### src/rtl/register_file_mp_if.sv
// Bus bundle for register_file_mp: clear handshake, read ports and the two write-back ports.
// The master side (decode/write-back logic) drives addresses and data; the register file is the slave.
interface register_file_mp_if #(
  parameter int DATA_WIDTH = 32,
  parameter int ADDR_WIDTH = 5,
  parameter int NUM_READ   = 2
);
  logic                           clear_req;
  logic                           ready;
  logic [NUM_READ-1:0]            rd_en;
  logic [NUM_READ*ADDR_WIDTH-1:0] rd_addr;
  logic [NUM_READ*DATA_WIDTH-1:0] rd_data;
  logic [1:0]                     wr_en;
  logic [2*ADDR_WIDTH-1:0]        wr_addr;
  logic [2*DATA_WIDTH-1:0]        wr_data;

  modport master (
    output clear_req, rd_en, rd_addr, wr_en, wr_addr, wr_data,
    input  ready, rd_data
  );

  modport slave (
    input  clear_req, rd_en, rd_addr, wr_en, wr_addr, wr_data,
    output ready, rd_data
  );
endinterface

### src/rtl/register_file_mp.sv
// Multi-port register file: NUM_READ combinational read ports with write-to-read bypass,
// two write ports (port 1 wins on address collision) and a hardware clear sequencer.
module register_file_mp #(
  parameter int DATA_WIDTH = 32,
  parameter int ADDR_WIDTH = 5,
  parameter int NUM_READ   = 2,
  parameter int ZERO_REG   = 1
) (
  input  logic             clock,
  input  logic             reset,
  register_file_mp_if.slave bus
);

  localparam int DEPTH       = 2 ** ADDR_WIDTH;
  localparam bit ZERO_REG_ON = (ZERO_REG != 0);

  typedef enum logic {
    CLEAR,
    IDLE
  } state_t;

  state_t                state;
  state_t                state_next;
  logic [ADDR_WIDTH-1:0] clr_cnt;
  logic [ADDR_WIDTH-1:0] clr_cnt_next;
  logic                  ready_q;
  logic                  ready_next;

  logic [DATA_WIDTH-1:0] storage [DEPTH];

  logic [ADDR_WIDTH-1:0] wr_addr0;
  logic [ADDR_WIDTH-1:0] wr_addr1;
  logic [DATA_WIDTH-1:0] wr_data0;
  logic [DATA_WIDTH-1:0] wr_data1;
  logic [1:0]            wr_ok;

  assign wr_addr0 = bus.wr_addr[0 +: ADDR_WIDTH];
  assign wr_addr1 = bus.wr_addr[ADDR_WIDTH +: ADDR_WIDTH];
  assign wr_data0 = bus.wr_data[0 +: DATA_WIDTH];
  assign wr_data1 = bus.wr_data[DATA_WIDTH +: DATA_WIDTH];
  assign bus.ready = ready_q;

  // A write is legal only in IDLE and never to the hard-wired zero entry.
  always_comb begin
    wr_ok[0] = (state == IDLE) && bus.wr_en[0] && !(ZERO_REG_ON && (wr_addr0 == '0));
    wr_ok[1] = (state == IDLE) && bus.wr_en[1] && !(ZERO_REG_ON && (wr_addr1 == '0));
  end

  always_ff @(posedge clock) begin
    if (reset) begin
      state   <= CLEAR;
      clr_cnt <= '0;
      ready_q <= 1'b0;
    end else begin
      state   <= state_next;
      clr_cnt <= clr_cnt_next;
      ready_q <= ready_next;
    end
  end

  // Clear walks every entry once; a clear_req arriving mid-sequence does not restart it.
  always_comb begin
    state_next   = state;
    clr_cnt_next = clr_cnt;
    ready_next   = ready_q;
    case (state)
      CLEAR: begin
        clr_cnt_next = clr_cnt + 1'b1;
        if (clr_cnt == ADDR_WIDTH'(DEPTH - 1)) begin
          state_next = IDLE;
          ready_next = 1'b1;
        end
      end
      IDLE: begin
        if (bus.clear_req) begin
          state_next   = CLEAR;
          clr_cnt_next = '0;
          ready_next   = 1'b0;
        end
      end
      default: begin
        state_next   = CLEAR;
        clr_cnt_next = '0;
        ready_next   = 1'b0;
      end
    endcase
  end

  // Port 1 is written after port 0 so it wins when both target the same entry.
  always_ff @(posedge clock) begin
    if (!reset) begin
      if (state == CLEAR) begin
        storage[clr_cnt] <= '0;
      end else begin
        if (wr_ok[0]) storage[wr_addr0] <= wr_data0;
        if (wr_ok[1]) storage[wr_addr1] <= wr_data1;
      end
    end
  end

  // Bypass checks port 1 first so a same-cycle read matches what will be stored.
  always_comb begin
    bus.rd_data = '0;
    for (int i = 0; i < NUM_READ; i++) begin
      logic [ADDR_WIDTH-1:0] ra;
      ra = bus.rd_addr[i*ADDR_WIDTH +: ADDR_WIDTH];
      if ((state == IDLE) && bus.rd_en[i] && !(ZERO_REG_ON && (ra == '0))) begin
        if (wr_ok[1] && (wr_addr1 == ra)) begin
          bus.rd_data[i*DATA_WIDTH +: DATA_WIDTH] = wr_data1;
        end else if (wr_ok[0] && (wr_addr0 == ra)) begin
          bus.rd_data[i*DATA_WIDTH +: DATA_WIDTH] = wr_data0;
        end else begin
          bus.rd_data[i*DATA_WIDTH +: DATA_WIDTH] = storage[ra];
        end
      end
    end
  end

endmodule
### src/flat_wrapper.sv
// flat-port wrapper written by rule: the top's interface ports become plain ports
module register_file_mp_flat 
#(
  parameter int DATA_WIDTH = 32,
  parameter int ADDR_WIDTH = 5,
  parameter int NUM_READ   = 2,
  parameter int ZERO_REG   = 1
)
  (clock, reset, bus_clear_req, bus_rd_en, bus_rd_addr, bus_wr_en, bus_wr_addr, bus_wr_data, bus_ready, bus_rd_data);
  register_file_mp_if #(.DATA_WIDTH(DATA_WIDTH), .ADDR_WIDTH(ADDR_WIDTH), .NUM_READ(NUM_READ)) bus_i ();
  input  logic clock;
  input  logic reset;
  input wire logic [$bits(bus_i.clear_req)-1:0] bus_clear_req;
  input wire logic [$bits(bus_i.rd_en)-1:0] bus_rd_en;
  input wire logic [$bits(bus_i.rd_addr)-1:0] bus_rd_addr;
  input wire logic [$bits(bus_i.wr_en)-1:0] bus_wr_en;
  input wire logic [$bits(bus_i.wr_addr)-1:0] bus_wr_addr;
  input wire logic [$bits(bus_i.wr_data)-1:0] bus_wr_data;
  output wire logic [$bits(bus_i.ready)-1:0] bus_ready;
  output wire logic [$bits(bus_i.rd_data)-1:0] bus_rd_data;
  assign bus_i.clear_req = bus_clear_req;
  assign bus_i.rd_en = bus_rd_en;
  assign bus_i.rd_addr = bus_rd_addr;
  assign bus_i.wr_en = bus_wr_en;
  assign bus_i.wr_addr = bus_wr_addr;
  assign bus_i.wr_data = bus_wr_data;
  assign bus_ready = bus_i.ready;
  assign bus_rd_data = bus_i.rd_data;
  register_file_mp #(.DATA_WIDTH(DATA_WIDTH), .ADDR_WIDTH(ADDR_WIDTH), .NUM_READ(NUM_READ), .ZERO_REG(ZERO_REG)) u_core (.clock(clock), .reset(reset), .bus(bus_i));
endmodule
### config.mk
export PLATFORM = sky130hd
export DESIGN_NAME = register_file_mp_flat
export DESIGN_NICKNAME = d
export VERILOG_FILES = /design/src/rtl/register_file_mp_if.sv /design/src/rtl/register_file_mp.sv /design/src/flat_wrapper.sv
export SDC_FILE = /design/constraint.sdc
export NUM_CORES = 2
export LEC_CHECK = 0
export CAP_MARGIN = 20
export CELL_PAD_IN_SITES_DETAIL_PLACEMENT = 0
export CELL_PAD_IN_SITES_GLOBAL_PLACEMENT = 1
export CORE_MARGIN = 5
export CORE_UTILIZATION = 47
export DETAILED_ROUTE_END_ITERATION = 16
export PLACE_DENSITY_LB_ADDON = 0.2
export SLEW_MARGIN = 20
export SYNTH_ARGS = -nofsm -noshare
export SYNTH_HDL_FRONTEND = slang
export SYNTH_SLANG_ARGS = --single-unit
### constraint.sdc
create_clock -name clock -period 4.65 [get_ports clock]
set_clock_uncertainty 0.05 [all_clocks]
set_input_delay 0.6975 -clock clock [delete_from_list [all_inputs] [get_ports clock]]
set_output_delay 0.6975 -clock clock [all_outputs]
set_load 0.05 [all_outputs]
# Word-level counts from Yosys, hierarchy flattened
# Memories as Yosys holds them, arrays and structs flattened.
# Index checks and enable logic that the tools add are counted.
word_totals:
  register_bits: 7
  ram_bits: 1024
  in_bits: 91
  out_inout_bits: 65
  memories: 1
op_classes:
  addsub: 1
  eq_ne: 7
  n_mux: 28
  n_bitwise: 1
  n_reduce_logical: 22
mem_list:
  columns: ["name", "depth", "width", "read_ports", "rd_ports_with_merged_regs", "write_ports", "line_no", "rtl"]
  rows:
  - ["u_core.storage", 32, 32, 2, 0, 2, "register_file_mp.sv:29", "logic [DATA_WIDTH-1:0] storage [DEPTH];"]
ops:
  columns: ["op", "n"]
  rows:
  - ["$mux 32", 7]
  - ["$reduce_or 32->1", 1]
  - ["$eq 5x5->1", 4]
  - ["$logic_not 5->1", 4]
  - ["$mux 1", 16]
  - ["$logic_and 1x1->1", 12]
  - ["$mux 5", 2]
  - ["$pmux 5 s2", 1]
  - ["$add 5x1->5 const B", 1]
  - ["$eq 5x5->1 const B", 1]
  - ["$logic_not 1->1", 4]
  - ["$pmux 1 s2", 2]
  - ["$ne 2x1->1 const B", 1]
  - ["$ne 2x2->1 const B", 1]
  - ["$reduce_and 2->1", 1]
  - ["$not 1->1", 1]

# Longest topological paths before layout
depth:
  ltp_word: 9
  mapped_depth: 9
  mapped_depth_nobuf: 5

# Worst setup path before layout
# OpenSTA, ideal clock, no wires.
synth_timing:
  path_kind: "input -> register"
  startpoint: "input port bus_wr_addr[0]"
  endpoint: "memory u_core.storage[9][0] (enable)"
  t_arrival_ns: 4.229
  t_required_ns: 4.134
  setup_slack_ns: -0.095
  cell_stages: 8
  path_buffers: 3
  cell_sequence: "buf_2 nor4_4 a211oi_4 buf_6 buf_6 nor3b_1 a31oi_2 o21ai_0"
synth_rtl:
  columns: ["element", "line_no", "rtl"]
  rows:
  - ["from (decl)", "flat_wrapper.sv:17", "input wire logic [$bits(bus_i.wr_addr)-1:0] bus_wr_addr;"]
  - ["to (decl)", "register_file_mp.sv:29", null]

# Worst setup path in the final report
layout_timing:
  startpoint: "input port bus_rd_addr[3]"
  endpoint: "output port bus_rd_data[23]"
layout_via:
  elab_chain_cells: 5
  elab_cells_between_ends: 11
  classes_between: "eq/ne (2); mux (3); reduce/logical (5); memory (1)"
layout_lines:
  columns: ["element", "line_no", "rtl"]
  rows:
  - ["from (decl)", "flat_wrapper.sv:15", "input wire logic [$bits(bus_i.rd_addr)-1:0] bus_rd_addr;"]
  - ["parallel branches: the longest is 4 deep, another holds $mem_v2 32x32", null, null]
  - ["$mux 32 *", "register_file_mp.sv:107", "if ((state == IDLE) && bus.rd_en[i] && !(ZERO_REG_ON && (ra == '0))) begin"]
  - ["to (decl)", "flat_wrapper.sv:20", "output wire logic [$bits(bus_i.rd_data)-1:0] bus_rd_data;"]
# Mark *: on every way between the ends.

==> metrics.log <==
[metrics] library cell occupying the most area in the post-synthesis netlist: sky130_fd_sc_hd__edfxtp_1
[metrics] data arrival time of the worst path: slightly below 4 ns
[metrics] Reg2Reg Depth: 7
[metrics] DP Cell Count: roughly 6700
[metrics] layout-stage area growth over the synthesis result: 15.90%
[metrics] slew of the pin with the lowest slew margin: around 1.1 ns
[metrics] TritonCTS clock tree: done
[metrics] setup slack after layout: -0.01203 ns
[metrics] portion of total power attributed to combinational logic: under 10%
[metrics] hold crit path type: reg2reg
[metrics] highest-count cells in the layout ignoring fill and taps: 1024 x sky130_fd_sc_hd__edfxtp_1, 692 x sky130_fd_sc_hd__mux2i_1, 648 x sky130_fd_sc_hd__o21ai_0, 593 x sky130_fd_sc_hd__nand2_1, 467 x sky130_fd_sc_hd__mux2_2
[metrics] antenna violations before repair: 14
[metrics] drt pass-1 iters: 9
[metrics] fillers: 10675
[metrics] Nets: just over 5000
[metrics] first-pass GRT wire length: between 300 and 400 mm
[metrics] final slew viol count: 0
[metrics] max-cap check violation count: 0
[metrics] clock network latency to the later pin of the worst-skew pair: 0.72 ns
[metrics] Starting DRT DRC Count: 7428
[metrics] H-tree levels: 3
[metrics] input/output buffers: approximately 160
[metrics] count of clock tree sinks: ~1000
[metrics] CTS hold repair buffers: 0
[metrics] slowest cell on the critical path: sky130_fd_sc_hd__nor4_1
[metrics] most repeated library cell on the critical path: sky130_fd_sc_hd__buf_4
[metrics] fraction of the yosys area taken by sequential cells: 50.53%
[metrics] switching pwr: 5.154 mW
[metrics] portion of synthesized cell area occupied by the leading cell type: 50.30%
[metrics] Post-Synthesis Net Count: between 5000 and 6000
[metrics] min cycle time layout: 4.662 ns
[metrics] violated checks: setup timing
[metrics] warning count from the yosys run: 0
[metrics] Finished Cell Area: around 71000 µm²
[metrics] total global-route track usage: a little over a third
[metrics] number of cells produced by synthesis: ~5000
[metrics] Reg2Reg Launch Point: u_core.state
[metrics] cell area reported after detailed placement: between 60000 and 70000 µm²
[metrics] setup repair after global routing missed its margin: no
[metrics] number of global-route vias before repair: approximately 45000
[metrics] Hold Slack: a little over 0.4 ns
[metrics] Final Non-Filler Cells: 6876
[metrics] delay of the slowest cell on the worst path: about 0.81 ns
[metrics] total half-perimeter wirelength after legalization and detailed placement: 152.7 mm
[metrics] Pint: between 15 and 20 mW
[metrics] routed wirelength normalized by instance count: approximately 37 µm
[metrics] number of placement rows: between 100 and 150
[metrics] initial standard-cell utilization of the core: approximately 47%
[metrics] number of enable-type register cells in the synthesized netlist: around 1000
[metrics] sequential share of power: between 40% and 50%
[metrics] remaining global-route overflow: 0
[metrics] Die H: around 370 µm
[metrics] cells taking the most area after synthesis: sky130_fd_sc_hd__edfxtp_1 50%, sky130_fd_sc_hd__mux2i_1 11%, sky130_fd_sc_hd__mux2_2 8.6%
[metrics] horizontal die dimension: around 370 µm
[metrics] placeable core area: ~130000 µm²
[metrics] vias: 47309
[metrics] share of synthesized flip-flops with an asynchronous set or reset: 0%
[metrics] Storage cell area: between 30000 and 40000 µm²
[metrics] buffers from clock root to sink, at most: 3
[metrics] result of the run: complete, but fails checks
[metrics] Setup crit end kind: output port
[metrics] end of the worst hold path: u_core.bus.ready
[metrics] number of setup violations in the final report: 1
[metrics] pin count of the biggest net entering global routing: 65
[metrics] final-report hold violation count: 0
[metrics] flip-flop and latch count after synthesis: roughly 1000
[metrics] utilization after layout: 54.79%
[metrics] synthesized cell area: around 61000 µm²
[metrics] cell-by-cell trace of the critical path: clkdlybuf4s50_1 > buf_4 > nand4bb_4 > buf_4 > o22ai_1 > nor4_1 > buf_4 > and4_1 > o2bb2ai_1 > buf_12
[metrics] total of cells resized after clock tree synthesis: 0
[metrics] Lkg Pwr: between 20 and 25 nW
[metrics] clock tree root buffer cell: sky130_fd_sc_hd__clkbuf_16
[metrics] number of buffers created by CTS: approximately 120
[metrics] remaining antenna violation count: 0
[metrics] cell depth of the worst hold path: 2
[metrics] highest clock rate: 214.5 MHz
[metrics] average footprint of a synthesized cell: about 12 µm²
[metrics] flip-flop cell with the highest count after synthesis: sky130_fd_sc_hd__edfxtp_1
[metrics] Clk network pwr share: 42.2%
[metrics] Slew headroom: 26.89%
[metrics] Post-Route WL: between 200 and 300 mm
[metrics] Multi-input gate area: roughly 28000 µm²
[metrics] power density cells: ~290 nW/µm²
[metrics] IR Drop Worst-Case VDD: approximately 0.00034 V
[metrics] worst setup slack for register-to-register paths: between 1.5 and 2 ns
[metrics] hold path startpoint: u_core.bus.ready
[metrics] largest fanout of any net on the critical path: 12
[metrics] Routability Congestion: ~0.90
[metrics] fraction of power spent switching nets: about a quarter
[metrics] worst path required time: roughly 3.9 ns
[metrics] via density per instance: between 6 and 7
[metrics] number of distinct library cells after synthesis: 72
[metrics] fraction of layout instances using a drive strength above 1: 26.99%
[metrics] startpoint kind of the worst setup timing path: input pin
[metrics] post-CTS setup buffer count: 0
[metrics] area of the die: 137400 µm²
[metrics] I/O pin count: 156
[metrics] post-detailed-route DRC marker count: 0
[metrics] share of the clock period used by the worst path: 100.3%
[metrics] most common library cell in the layout ignoring fill and taps: sky130_fd_sc_hd__edfxtp_1
[metrics] crit path kind: in2out
[metrics] clock-pin slew on the worst setup and hold paths: 0.06 ns
[metrics] critical register-to-register path endpoint: u_core.storage[6][31]
## through the flow
step / setup WS [ns] / setup TNS, ns / total power, mW
5_1_grt: 0.01079 / 0 / 21.23
3_5_place_dp: 0.1233 / 0 / 12.15
3_3_place_gp: 0.07460 / 0 / 12.14
6_report: -0.01203 / -0.01203 / 20.78
2_1_floorplan: -0.08605 / -5.377 / 11.36
4_1_cts: 0.1125 / 0 / 20.77
## power by group through the flow
| stage | combinational (mW) | clock (mW) | sequential, mW |
|---|---|---|---|
| after floorplan | 1.01 | 0 | 10.4 |
| after global placement | 1.79 | 0 | 10.4 |
| after detailed placement | 1.79 | 0 | 10.4 |
| after CTS | 1.80 | 8.81 | 10.2 |
| after global routing | 1.88 | 9.19 | 10.2 |
| final | 1.85 | 8.76 | 10.2 |
## cells in the mapped netlist, types with 6 or more instances
cell type and number:
sky130_fd_sc_hd__dfxtp_1 7, sky130_fd_sc_hd__o21ai_1 25, sky130_fd_sc_hd__inv_2 28, sky130_fd_sc_hd__o21bai_1 10
sky130_fd_sc_hd__nor4_1 65, sky130_fd_sc_hd__o21ai_0 651, sky130_fd_sc_hd__nand3_1 16, sky130_fd_sc_hd__xor2_1 16
sky130_fd_sc_hd__nand4b_1 7, sky130_fd_sc_hd__buf_1 22, sky130_fd_sc_hd__buf_4 21, sky130_fd_sc_hd__mux2i_1 692
sky130_fd_sc_hd__mux2_2 467, sky130_fd_sc_hd__nor2_1 8, sky130_fd_sc_hd__buf_2 226, sky130_fd_sc_hd__and4_1 31
sky130_fd_sc_hd__a221oi_1 62, sky130_fd_sc_hd__a21oi_1 6, sky130_fd_sc_hd__o22a_1 32, sky130_fd_sc_hd__o22ai_1 256
sky130_fd_sc_hd__nand2_1 608, sky130_fd_sc_hd__o2bb2ai_1 31, sky130_fd_sc_hd__inv_1 10, sky130_fd_sc_hd__nand4bb_1 6
sky130_fd_sc_hd__edfxtp_1 1024, sky130_fd_sc_hd__clkbuf_1 293, sky130_fd_sc_hd__buf_6 13, sky130_fd_sc_hd__nor3_1 11
sky130_fd_sc_hd__and3_1 32, sky130_fd_sc_hd__nand2b_1 11, sky130_fd_sc_hd__nor2_2 10, sky130_fd_sc_hd__o21ai_2 24
sky130_fd_sc_hd__mux4_2 200
## cells by family (layout without fill, tap and decap cells)
kind of cell | Yosys count | after routing | share of synthesized area, %
flops | 1031 | 1031 | 50.53
other cells | 0 | 6 | 0
fa+ha+maj | 2 | 2 | 0.04093
mux | 1359 | 1359 | 27.30
compound gates | 1121 | 1121 | 10.88
simple gates | 846 | 846 | 6.431
xor+xnor | 20 | 20 | 0.2865
buf+inv | 614 | 749 | 4.523
## layer usage
layer | vias up | part of all wire, % | GRT usage, %
li1 | 19432 | - | -
met1 | 23712 | 38 | 48.62
met4 | 2 | 5.9 | 17.74
met2 | 3436 | 43 | 53.54
met5 | - | 0.0055 | 0
met3 | 727 | 13 | 9.721
## registers in the layout, indices dropped and copies added (netlist names)
signal            count
u_core.storage     1024
u_core.clr_cnt        5
u_core.bus.ready      1
u_core.state          1
## layout make-up
cell class | instances | share of cell area [%]
flip-flops and latches | 1031 | 43.60
multi-input cells | 3348 | 39.67
repair buffers | 501 | 8.473
clock buffers | 141 | 4.260
well taps | 1742 | 3.076
clock inverters | 69 | 0.6958
inverters | 38 | 0.2031
diodes | 6 | 0.02119
## worst max-delay path, delay by kind of cell
kind,cells,cell delay [ns]
buf+inv,5,1.49
simple gates,3,1.49
compound gates,2,0.22
## worst max path at each step
stage	startpoint	end	slack, ns	cells past startpoint
after floorplan	bus_wr_addr[0]	u_core.storage[11][0]	-0.09	8
after global placement	bus_rd_addr[3]	bus_rd_data[23]	0.07	10
after detailed placement	bus_rd_addr[3]	bus_rd_data[23]	0.12	10
after CTS	bus_rd_addr[3]	bus_rd_data[23]	0.11	10
after global routing	bus_rd_addr[3]	bus_rd_data[23]	0.01	10
final	bus_rd_addr[3]	bus_rd_data[23]	-0.01	10
Power figures use the tool's default switching activity.
